[src/rtl/fc_func_requant.sv]
// fc_func_requant: sweeps CIM output columns, sums vertical tiles, shift-requantises, saturates
// and streams one result per cycle to the next layer. Define FC_FUNC_RELU_EN to clamp negatives to 0.
module fc_func_requant #(
  parameter int INPUT_SIZE        = 201,
  parameter int OUTPUT_SIZE       = 512,
  parameter int XBAR_SIZE         = 256,
  parameter int H_CIM_TILES       = (OUTPUT_SIZE + XBAR_SIZE - 1) / XBAR_SIZE,
  parameter int V_CIM_TILES       = (INPUT_SIZE + XBAR_SIZE - 1) / XBAR_SIZE,
  parameter int DTYPE_SIZE        = 8,
  parameter int ACC_SIZE          = DTYPE_SIZE + $clog2(V_CIM_TILES) + 1,
  parameter int OUTPUT_DTYPE_SIZE = 8,
  parameter int SHIFT_W           = 5
) (
  input  logic                                            clk,
  input  logic                                            rst,
  input  logic                                            i_start,
  input  logic                                            i_cim_busy,
  input  logic [SHIFT_W-1:0]                              i_shift,
  input  logic [V_CIM_TILES*H_CIM_TILES*DTYPE_SIZE-1:0]   i_data,
  output logic [$clog2(XBAR_SIZE)-1:0]                    o_cim_addr,
  output logic [$clog2(H_CIM_TILES):0]                    o_h_tile,
  output logic                                            o_busy,
  output logic                                            o_valid,
  input  logic                                            i_next_ready,
  output logic [OUTPUT_DTYPE_SIZE-1:0]                    o_data,
  output logic [$clog2(OUTPUT_SIZE):0]                    o_index,
  input  logic                                            i_next_busy,
  output logic                                            o_start_next
);

  localparam int ADDR_W = $clog2(XBAR_SIZE);
  localparam int TILE_W = $clog2(H_CIM_TILES) + 1;
  localparam int IDX_W  = $clog2(OUTPUT_SIZE) + 1;
  localparam int CW     = (ACC_SIZE > OUTPUT_DTYPE_SIZE) ? ACC_SIZE : OUTPUT_DTYPE_SIZE;
  localparam logic signed [CW-1:0] SAT_MAX =
    {{(CW-OUTPUT_DTYPE_SIZE+1){1'b0}}, {(OUTPUT_DTYPE_SIZE-1){1'b1}}};
  localparam logic signed [CW-1:0] SAT_MIN =
    {{(CW-OUTPUT_DTYPE_SIZE+1){1'b1}}, {(OUTPUT_DTYPE_SIZE-1){1'b0}}};

  typedef enum logic [2:0] {S_IDLE, S_WAIT, S_SWEEP, S_DRAIN, S_HANDOFF} state_t;

  state_t                     state, state_next;
  logic [SHIFT_W-1:0]         shift_reg;
  logic [IDX_W-1:0]           issue_idx;
  logic                       adv, issue, last_issue;
  logic                       s1_valid, s1_held;
  logic [TILE_W-1:0]          s1_tile;
  logic [IDX_W-1:0]           s1_idx;
  logic signed [ACC_SIZE-1:0] col_sum, hold_sum, acc, shifted, rectified;
  logic signed [CW-1:0]       wide;
  logic [OUTPUT_DTYPE_SIZE-1:0] sat_val;

  assign adv        = !o_valid || i_next_ready;
  assign last_issue = (issue_idx == IDX_W'(OUTPUT_SIZE - 1));
  assign o_busy     = (state != S_IDLE);

  always_comb begin
    state_next   = state;
    issue        = 1'b0;
    o_start_next = 1'b0;
    case (state)
      S_IDLE:    if (i_start) state_next = i_cim_busy ? S_WAIT : S_SWEEP;
      S_WAIT:    if (!i_cim_busy) state_next = S_SWEEP;
      S_SWEEP: begin
        if (adv) begin
          issue = 1'b1;
          if (last_issue) state_next = S_DRAIN;
        end
      end
      S_DRAIN: begin
        if (o_valid && i_next_ready && o_index == IDX_W'(OUTPUT_SIZE - 1))
          state_next = S_HANDOFF;
      end
      S_HANDOFF: begin
        if (!i_next_busy) begin
          o_start_next = 1'b1;
          state_next   = S_IDLE;
        end
      end
      default:   state_next = S_IDLE;
    endcase
  end

  always_ff @(posedge clk or posedge rst) begin
    if (rst) begin
      state      <= S_IDLE;
      shift_reg  <= '0;
      issue_idx  <= '0;
      o_cim_addr <= '0;
      o_h_tile   <= '0;
    end else begin
      state <= state_next;
      if (state == S_IDLE && i_start) begin
        shift_reg  <= i_shift;
        issue_idx  <= '0;
        o_cim_addr <= '0;
        o_h_tile   <= '0;
      end else if (issue && !last_issue) begin
        issue_idx <= issue_idx + IDX_W'(1);
        if (o_cim_addr == ADDR_W'(XBAR_SIZE - 1)) begin
          o_cim_addr <= '0;
          o_h_tile   <= o_h_tile + TILE_W'(1);
        end else begin
          o_cim_addr <= o_cim_addr + ADDR_W'(1);
        end
      end
    end
  end

  always_comb begin
    col_sum = '0;
    for (int v = 0; v < V_CIM_TILES; v++) begin
      for (int h = 0; h < H_CIM_TILES; h++) begin
        if (s1_tile == TILE_W'(h))
          col_sum = col_sum +
            ACC_SIZE'($signed(i_data[(v*H_CIM_TILES + h)*DTYPE_SIZE +: DTYPE_SIZE]));
      end
    end
  end

  // The tiles keep reading the held address during a stall, so the column already in S1 is
  // captured on the first stalled cycle and reused until the pipeline advances again.
  always_comb begin
    acc     = s1_held ? hold_sum : col_sum;
    shifted = acc >>> shift_reg;
`ifdef FC_FUNC_RELU_EN
    rectified = (shifted < 0) ? '0 : shifted;
`else
    rectified = shifted;
`endif
    wide = CW'(rectified);
    if (wide > SAT_MAX)      sat_val = SAT_MAX[OUTPUT_DTYPE_SIZE-1:0];
    else if (wide < SAT_MIN) sat_val = SAT_MIN[OUTPUT_DTYPE_SIZE-1:0];
    else                     sat_val = wide[OUTPUT_DTYPE_SIZE-1:0];
  end

  always_ff @(posedge clk or posedge rst) begin
    if (rst) begin
      s1_valid <= 1'b0;
      s1_tile  <= '0;
      s1_idx   <= '0;
      s1_held  <= 1'b0;
      hold_sum <= '0;
      o_valid  <= 1'b0;
      o_data   <= '0;
      o_index  <= '0;
    end else if (adv) begin
      s1_valid <= issue;
      s1_tile  <= o_h_tile;
      s1_idx   <= issue_idx;
      s1_held  <= 1'b0;
      o_valid  <= s1_valid;
      if (s1_valid) begin
        o_data  <= sat_val;
        o_index <= s1_idx;
      end
    end else if (s1_valid && !s1_held) begin
      s1_held  <= 1'b1;
      hold_sum <= col_sum;
    end
  end

endmodule

[config.mk]
export PLATFORM = sky130hd
export DESIGN_NAME = fc_func_requant
export DESIGN_NICKNAME = d
export VERILOG_FILES = /design/src/rtl/fc_func_requant.sv
export SDC_FILE = /design/constraint.sdc
export NUM_CORES = 1
export LEC_CHECK = 0
export BUFFER_PORTS_ARGS = -buffer_cell sky130_fd_sc_hd__buf_2
export CAP_MARGIN = 5
export CORE_ASPECT_RATIO = 0.75
export CORE_UTILIZATION = 52
export DETAILED_ROUTE_END_ITERATION = 16
export PLACE_DENSITY = 0.76
export SLEW_MARGIN = 10
export SYNTH_ARGS = -nofsm -noshare
export SYNTH_HDL_FRONTEND = slang
export SYNTH_SLANG_ARGS = --single-unit
[constraint.sdc]
create_clock -name clk -period 3.2 [get_ports clk]
set_input_delay 0.16 -clock clk [delete_from_list [all_inputs] [get_ports clk]]
set_output_delay 0.16 -clock clk [all_outputs]
set_load 0.01 [all_outputs]
Word level (Yosys, flattened, before mapping):

Cells that the tools add are included.

* bits of input ports: 27
* register bits: 70
* logic and storage cells: 81
* output and inout bits: 31

* muxes and demuxes: 27
* bitwise operators: 1
* add/subtract/negate cells: 4
* shift-type cells: 1
* order comparisons: 2
* eq/ne operators: 14
* reduce and logical (&&, ||, !) cells: 19

Operator list (number)
* two-way mux 8 bit: 5
* two-way mux 9 bit: 3
* == test 10 x 9 -> 1 bit, second input constant: 2
* two-way mux 10 bit: 2
* two-way mux 3 bit: 6
* case mux 3 bit (5 select lines): 1
* inequality test 2 bit, second input constant: 6
* adder 10 x 1 -> 10 bit, second input constant: 1
* adder 9 x 8 -> 9 bit: 1
* greater-than comparator 9 x 8 -> 1 bit, second input constant: 1
* < comparator 9 x 8 -> 1 bit, second input constant: 1
* >>> shifter 9 x 5 -> 9 bit: 1
* adder 8 x 1 -> 8 bit, second input constant: 1
* == test 8 bit, second input constant: 1
* two-way mux 2 bit: 4
* == test 3 x 2 -> 1 bit, second input constant: 2
* two-way mux 1 bit: 6
* AND reduction 2 bit: 3
* AND reduction 6 bit: 1
* nonzero test 2 bit: 3
* logical AND 1 bit: 5
* == test 3 x 1 -> 1 bit, second input constant: 1
* == test 3 bit, second input constant: 1
* zero test 1 bit: 3
* 7 further kinds: 7

Longest topological paths before layout:

Gate-level depths: netlist of run 1.

* depth in word-level cells: 9
* mapped depth: 14
* gate-level depth less buffers: 12

Least setup slack after synthesis of run 1:

No wires, ideal clock.

* path kind: reg-to-reg
* start point: reg s1_tile[0]
* end point: reg o_data[1]
* data required time: 3.077 ns
* cell stages (with the launch flop): 14
* buffers on the path: 1
* arrival time: 3.032 ns
* setup slack: 0.045 ns
* clock period less this slack: 3.155 ns
* cells stage by stage: dfrtp_1 -> buf_4 -> nor2_1 -> and2_1 -> ha_1 -> inv_1 -> fa_1 -> nand2b_1 -> a21oi_1 -> mux2_2 -> nor2_1 -> a221oi_2 -> mux4_2 -> o221a_1

* word-level cells in the longest chain between the ends: 9
* elaborated cells on any way between the ends: 11
* classes of those cells: 1 x add/sub; 2 x order compare; 1 x eq/ne; 1 x shift; 5 x mux; 1 x reduce/logical

Ends and longest elaborated chain
* from (decl): line 47 `logic [TILE_W-1:0] s1_tile;`
* from (signal assigned): line 149 `s1_tile <= o_h_tile;`
* zero test 2 bit: line 114 `if (s1_tile == TILE_W'(h))`
* two-way mux 9 bit: line 114
* adder 9 x 8 -> 9 bit: line 115 `col_sum = col_sum +`
* two-way mux 9 bit (*): line 114
* two-way mux 9 bit (*): line 124 `acc = s1_held ? hold_sum : col_sum;`
* >>> shifter 9 x 5 -> 9 bit (*): line 125 `shifted = acc >>> shift_reg;`
* < comparator 9 x 8 -> 1 bit: line 133 `else if (wide < SAT_MIN) sat_val = SAT_MIN[OUTPUT_DTYPE_SIZE-1:0];`
* two-way mux 8 bit: line 133
* two-way mux 8 bit (*): line 132 `if (wide > SAT_MAX) sat_val = SAT_MAX[OUTPUT_DTYPE_SIZE-1:0];`
* to (signal assigned): line 154 `o_data <= sat_val;`
* to (decl): line 25 `output logic [OUTPUT_DTYPE_SIZE-1:0] o_data,`

Mark *: on every way between the ends. The rest lies on a longest branch, timed or not.
A chain may end at the register's enable or synchronous reset.

Worst setup path in the final report of run 1:

* start point: reg s1_tile[1]
* end point: reg o_data[1]

Same word-level chain as after synthesis.

==> results of run 1 <==
cell families (layout without fill, tap and decap cells):
kind of cell	Yosys count	count (layout)
multiplexers	12	12
flip-flops	70	70
AO/OA/AOI/OAI	107	107
XOR/XNOR	12	12
AND/OR/NAND/NOR	243	243
adder cells (fa/ha/maj)	11	11
buffers and inverters	37	106
layout by cell type (no fill, tap or decap), types with 10 or more instances in the layout:
cell type and instances:
buf_2 57, buf_4 17, nor2_1 41, nor3_1 13, a21oi_1 17, inv_1 10, o21ai_0 26, nand2_1 117
dfrtp_1 70, xor2_1 10, nand3_1 12
repair_timing:
action                     4_1_cts  5_1_grt
gates resized for setup          1       11
hold endpoints to repair        27        0
setup endpoints to repair        2        7
hold buffers                     3        0
buffers inserted                 1        1
pin swaps                        0        1
final cells by class:
type	instances	area, um^2	share of cell area
multi-input combinational	385	2310	0.469
sequential	70	1750	0.356
timing repair buffer	78	463	0.0940
tap	101	126	0.0256
clock buffer	9	124	0.0251
clock inverter	7	104	0.0211
inverter	12	46.3	0.00940
synthesized netlist by cell type (10+ instances only):
cell | count | area [um^2]
a21oi_1 | 19 | 95.1
xor2_1 | 10 | 87.6
nor3_1 | 13 | 65.1
o21ai_0 | 26 | 130
inv_1 | 11 | 41.3
dfrtp_1 | 70 | 1750
clkbuf_1 | 15 | 56.3
nor2_1 | 43 | 161
ha_1 | 10 | 125
nand3_1 | 12 | 60.1
nand2_1 | 117 | 439
worst paths after layout:
path                       slack [ps]      endpoint  startpoint
hold / removal                     10  shift_reg[0]  i_shift[0]
hold reg to reg                   470    o_index[8]   s1_idx[8]
min in group asynchronous         400     s1_idx[4]         rst
setup / recovery                  160     o_data[1]  s1_tile[1]
setup reg to reg                  160     o_data[1]  s1_tile[1]
max in group asynchronous        2160   hold_sum[6]         rst
per-layer routing:
layer,GRT usage,part of all wire
met1,0.384,0.52
met2,0.363,0.42
met3,0.0580,0.055
met4,0.0746,0.012
met5,0,0
worst reg2reg max path, stage by stage, from the launching register on:
cell and delay [ps]:
dfrtp_1 400, buf_4 190, or3b_1 410, inv_1 70, ha_2 310, o211ai_1 160
a21oi_4 60, buf_4 140, o21a_1 200, or2_1 340, a21o_1 230, a211o_1 310
o221a_1 130
power by group through the flow:
stage	sequential, mW	clock [mW]	combinational (mW)
2_1_floorplan	1.49	0	1.74
3_3_place_gp	1.55	0	2.27
3_5_place_dp	1.57	0	2.32
4_1_cts	1.55	0.829	2.36
5_1_grt	1.62	0.868	2.74
6_report	1.57	0.810	2.46
==> results.py, run 1 <==
metrics = {
    "detailed_routing": {
        "drc_errors": 0,
        "ant_nets": 0,
        "viasPerCell": 5.76,
        "dr_total_vias": 3812,
        "postRouteWirelength_um": 9870,
        "routedWlPerCell_um": 14.9,
        "firstDrtPassIters": 4,
        "dr.first_iter.drc_count": 214,
    },
    "critical_path": {
        "rr_worst_depth": 12,
        "path_buf_inv": 3,
        "cp.arrival_ps": 3270,
        "required_ps": 3440,
        "max_stage_delay_ps": 400,
        "crit_type": "reg2reg",
        "cp_max_fo": 15,
        "worst_setup_path_start_kind": "flip-flop",
        "cp_common_cell": "buf_4",
        "cp_top_family": "compound AO/OA/AOI/OAI gates",
        "cp_cell_sequence": "buf_4, or3b_1, inv_1, ha_2, o211ai_1, a21oi_4, buf_4, o21a_1, or2_1, a21o_1, a211o_1, o221a_1",
        "path_depth": 12,
        "cp-end-kind": "flip-flop",
        "crit_path_top_delay_cell": "dfrtp_1",
    },
    "final_layout": {
        "stdcell_area_mm2": 0.00493,
        "layout.nets": 594,
        "stdcell_count": 662,
        "drive_gt1_frac": 0.207,
        "fillers": 646,
        "reg_top3": "issue_idx: 10 flops, o_index: 10 flops, s1_idx: 10 flops",
        "fin_util": 0.654,
        "n_antenna_cell": 0,
        "synthToLayoutAreaGrowth_pct": 18.2,
    },
    "run": {
        "drv_cap": 0,
    },
    "place": {
        "place_hpwl_um": 7190,
        "io_buffer_count": 57,
        "gp_congestion": 0.915,
        "placed_area_mm2": 0.00460,
        "pre_cts_ws_ps": -60.8,
        "dp.cells": 641,
    },
    "floorplan": {
        "die_y_um": 79.5,
        "io_pins": 58,
        "start_util": 0.553,
        "die_w_um": 105,
        "die_area_mm2": 0.00838,
        "coreArea_mm2": 0.00753,
        "rows": 27,
    },
    "synth": {
        "synth-seq-cells": 70,
        "yosysSeqAreaShare": 0.420,
        "yosys.area_share.adder": 0.0348,
        "synth_compound_area_frac": 0.177,
        "synth-edff-count": 0,
        "synth_cell_types": 66,
        "synth_top_family_by_area": "simple AND/OR/NAND/NOR gates",
        "synthSimpleGateAreaFrac": 0.271,
        "synthMuxAreaShare": 0.0330,
        "async_reset_ff_frac": 1.00,
        "synth_xor_area_frac": 0.0252,
        "yosysWarningCount": 0,
        "synth_flop_cell": "dfrtp_1",
        "syn_area_mm2": 0.00417,
        "synth.avg_cell_area_um2": 8.47,
        "syn_nets": 530,
        "netlist_instances": 492,
    },
    "global_route": {
        "globalRouteOverflowTotal": 0,
        "grt_usage": 0.255,
        "grt_pass1_vias": 3401,
        "grt_pass1_wl_um": 16600,
        "grt_max_degree": 46,
        "antenna_found_initial": 0,
    },
    "timing": {
        "min_period_ps": 3040,
        "drv_slew": 0,
        "setup_viol": 0,
        "fin_ws_ps": 162,
        "fin_skew_ps": 14.7,
        "slew_headroom": 0.550,
        "tightest_slew_ps": 674,
        "tns_ps": 0,
        "max_freq_mhz": 329,
        "timing.final.crit_share": 0.949,
        "finalHoldViolations": 0,
        "rsz0062_at_grt": "no",
        "hold_ws_ps": 12.5,
    },
    "pwr": {
        "p_sw_mw": 2.13,
        "p_comb_frac": 0.509,
        "ir_worst_vdd_uv": 427,
        "power_frac_seq": 0.324,
        "power_mw": 4.84,
        "swShare": 0.439,
        "leakage_nw": 2.36,
        "power.density_mw_per_mm2": 983,
        "pwr-share-clk": 0.167,
        "p_int_mw": 2.71,
    },
    "clock_tree": {
        "cts.htree.levels": 3,
        "cts_buffer_depth": 2,
        "cts_tree": "yes",
        "insertion_delay_ps": 350,
        "numCtsBuffers": 9,
        "cts_root_buf": "clkbuf_8",
        "cts_sinks": 70,
        "clk_pin_slew_ps": 70,
    },
    "hold_path": {
        "hp-class": "in2reg",
        "holdPathStages": 3,
    },
    "outcome": {
        "status": "finished clean",
    },
}
Note: power is estimated with default switching activity, not from simulation.
==> run 2, diff against run 1 <==
REMOVE_ABC_BUFFERS = 1   (was unset)
==> run 2 against run 1 <==
Cell area about the same. Count of clock-buffer cells in the layout up 4. Sequential power about the same.
==> results.py, run 2 (synthesized netlist as in run 1, its figures left out) <==
metrics = {
    "clock_tree": {
        "cts.htree.levels": 3,
        "clk_pin_slew_ps": 70,
        "cts_sinks": 70,
        "numCtsBuffers": 9,
        "insertion_delay_ps": 340,
        "cts_tree": "yes",
        "cts_buffer_depth": 2,
        "cts_root_buf": "clkbuf_8",
    },
    "pwr": {
        "power.density_mw_per_mm2": 989,
        "leakage_nw": 2.35,
        "ir_worst_vdd_uv": 396,
        "power_frac_seq": 0.326,
        "power_mw": 4.87,
        "p_sw_mw": 2.17,
        "swShare": 0.445,
        "pwr-share-clk": 0.149,
        "p_int_mw": 2.70,
        "p_comb_frac": 0.526,
    },
    "final_layout": {
        "most-common-layout-cells": "nand2_1 (117), dfrtp_1 (70), buf_2 (57)",
        "fin_util": 0.654,
        "layout.nets": 594,
        "synthToLayoutAreaGrowth_pct": 18.1,
        "final_common_cell": "nand2_1",
        "drive_gt1_frac": 0.219,
        "n_antenna_cell": 0,
        "reg_top3": "issue_idx: 10 flops, o_index: 10 flops, s1_idx: 10 flops",
        "stdcell_area_mm2": 0.00492,
        "stdcell_count": 662,
    },
    "timing": {
        "fin_ws_ps": 120,
        "slew_headroom": 0.440,
        "min_period_ps": 3080,
        "drv_slew": 0,
        "hold_ws_ps": 22.8,
        "timing.final.crit_share": 0.962,
        "setup_viol": 0,
        "finalHoldViolations": 0,
        "tns_ps": 0,
        "tightest_slew_ps": 840,
        "max_freq_mhz": 325,
        "fin_skew_ps": 5.31,
    },
    "critical_path": {
        "worst_setup_path_start_kind": "flip-flop",
        "cp_max_fo": 19,
        "required_ps": 3420,
        "cp.arrival_ps": 3300,
        "cp-end-kind": "flip-flop",
        "crit_type": "reg2reg",
    },
    "detailed_routing": {
        "postRouteWirelength_um": 10400,
        "drc_errors": 0,
        "routedWlPerCell_um": 15.7,
        "dr_total_vias": 3858,
        "firstDrtPassIters": 4,
        "dr.first_iter.drc_count": 272,
        "ant_nets": 0,
        "viasPerCell": 5.83,
    },
    "floorplan": {
        "die_y_um": 79.5,
        "io_pins": 58,
        "die_area_mm2": 0.00838,
        "coreArea_mm2": 0.00753,
        "start_util": 0.553,
        "rows": 27,
        "die_w_um": 105,
    },
    "place": {
        "pre_cts_ws_ps": 10.4,
        "dp.cells": 641,
        "io_buffer_count": 57,
        "placed_area_mm2": 0.00459,
        "gp_congestion": 0.888,
        "place_hpwl_um": 7460,
    },
    "global_route": {
        "grt_usage": 0.259,
        "antenna_found_initial": 0,
        "globalRouteOverflowTotal": 0,
        "grt_pass1_wl_um": 17200,
        "grt_pass1_vias": 3523,
        "grt_max_degree": 31,
    },
    "hold_path": {
        "hp-class": "in2reg",
    },
    "run": {
        "drv_cap": 0,
    },
    "outcome": {
        "status": "finished clean",
    },
}
[run 2: cell types whose count changed in the layout (fill, tap and decap cells not counted), sizes merged]
| cell | previous run | this run |
|---|---|---|
| dlygate4sd3 | 3 | 1 |
| clkbuf | 9 | 13 |
| buf | 75 | 77 |
| inv | 14 | 11 |
| clkinv | 3 | 2 |
| bufinv | 2 | 1 |
| clkinvlp | 0 | 1 |
[run 2: power by group through the flow]
stage | clock network (mW) | registers [mW] | logic, mW
after detailed placement | 0 | 1.59 | 2.31
after floorplan | 0 | 1.60 | 1.53
after global placement | 0 | 1.57 | 2.25
after CTS | 0.737 | 1.57 | 2.36
final | 0.724 | 1.59 | 2.56
after global routing | 0.783 | 1.63 | 2.81
[run 2: worst paths after layout]
| kind | from | to | slack [ps] | cells after the start |
|---|---|---|---|---|
| worst min register to register | s1_idx[8] | s1_idx[8] | 470 | 2 |
| worst max register to register | s1_tile[0] | o_data[6] | 120 | 11 |
| worst max-delay path | s1_tile[0] | o_data[6] | 120 | 11 |
| min in group asynchronous | rst | hold_sum[6] | 390 | 3 |
| worst min-delay path | i_shift[0] | shift_reg[0] | 20 | 3 |
| max in group asynchronous | rst | o_index[1] | 2050 | 4 |
[run 2: repair_timing]
| item | 4_1_cts | 5_1_grt |
|---|---|---|
| pin swaps | 0 | 3 |
| gates resized for setup | 1 | 20 |
| setup endpoints to repair | 2 | 7 |
| buffers inserted | 1 | 3 |
| hold buffers | 1 | 0 |
| hold endpoints to repair | 23 | 0 |
[run 2: layer usage]
layer	track usage	share of wire
met1	0.387	0.49
met2	0.387	0.44
met3	0.0498	0.057
met4	0.0577	0.011
met5	0	0
[run 2: critical path, stage by stage, from the launching register on]
cell	delay, ps
dfrtp_1	400
buf_4	210
or3b_1	390
inv_1	130
ha_4	190
o211ai_1	140
a21oi_4	160
mux2_2	370
o41ai_2	300
a31o_1	230
a21oi_1	50
or3_1	360
[run 2: final cells by class]
class                      instances  area (um^2)
fill                             645         2610
multi-input combinational        385         2350
sequential                        70         1750
timing repair buffer              78          445
clock buffer                      13          159
tap                              101          126
inverter                          12         46.3
clock inverter                     3         42.5
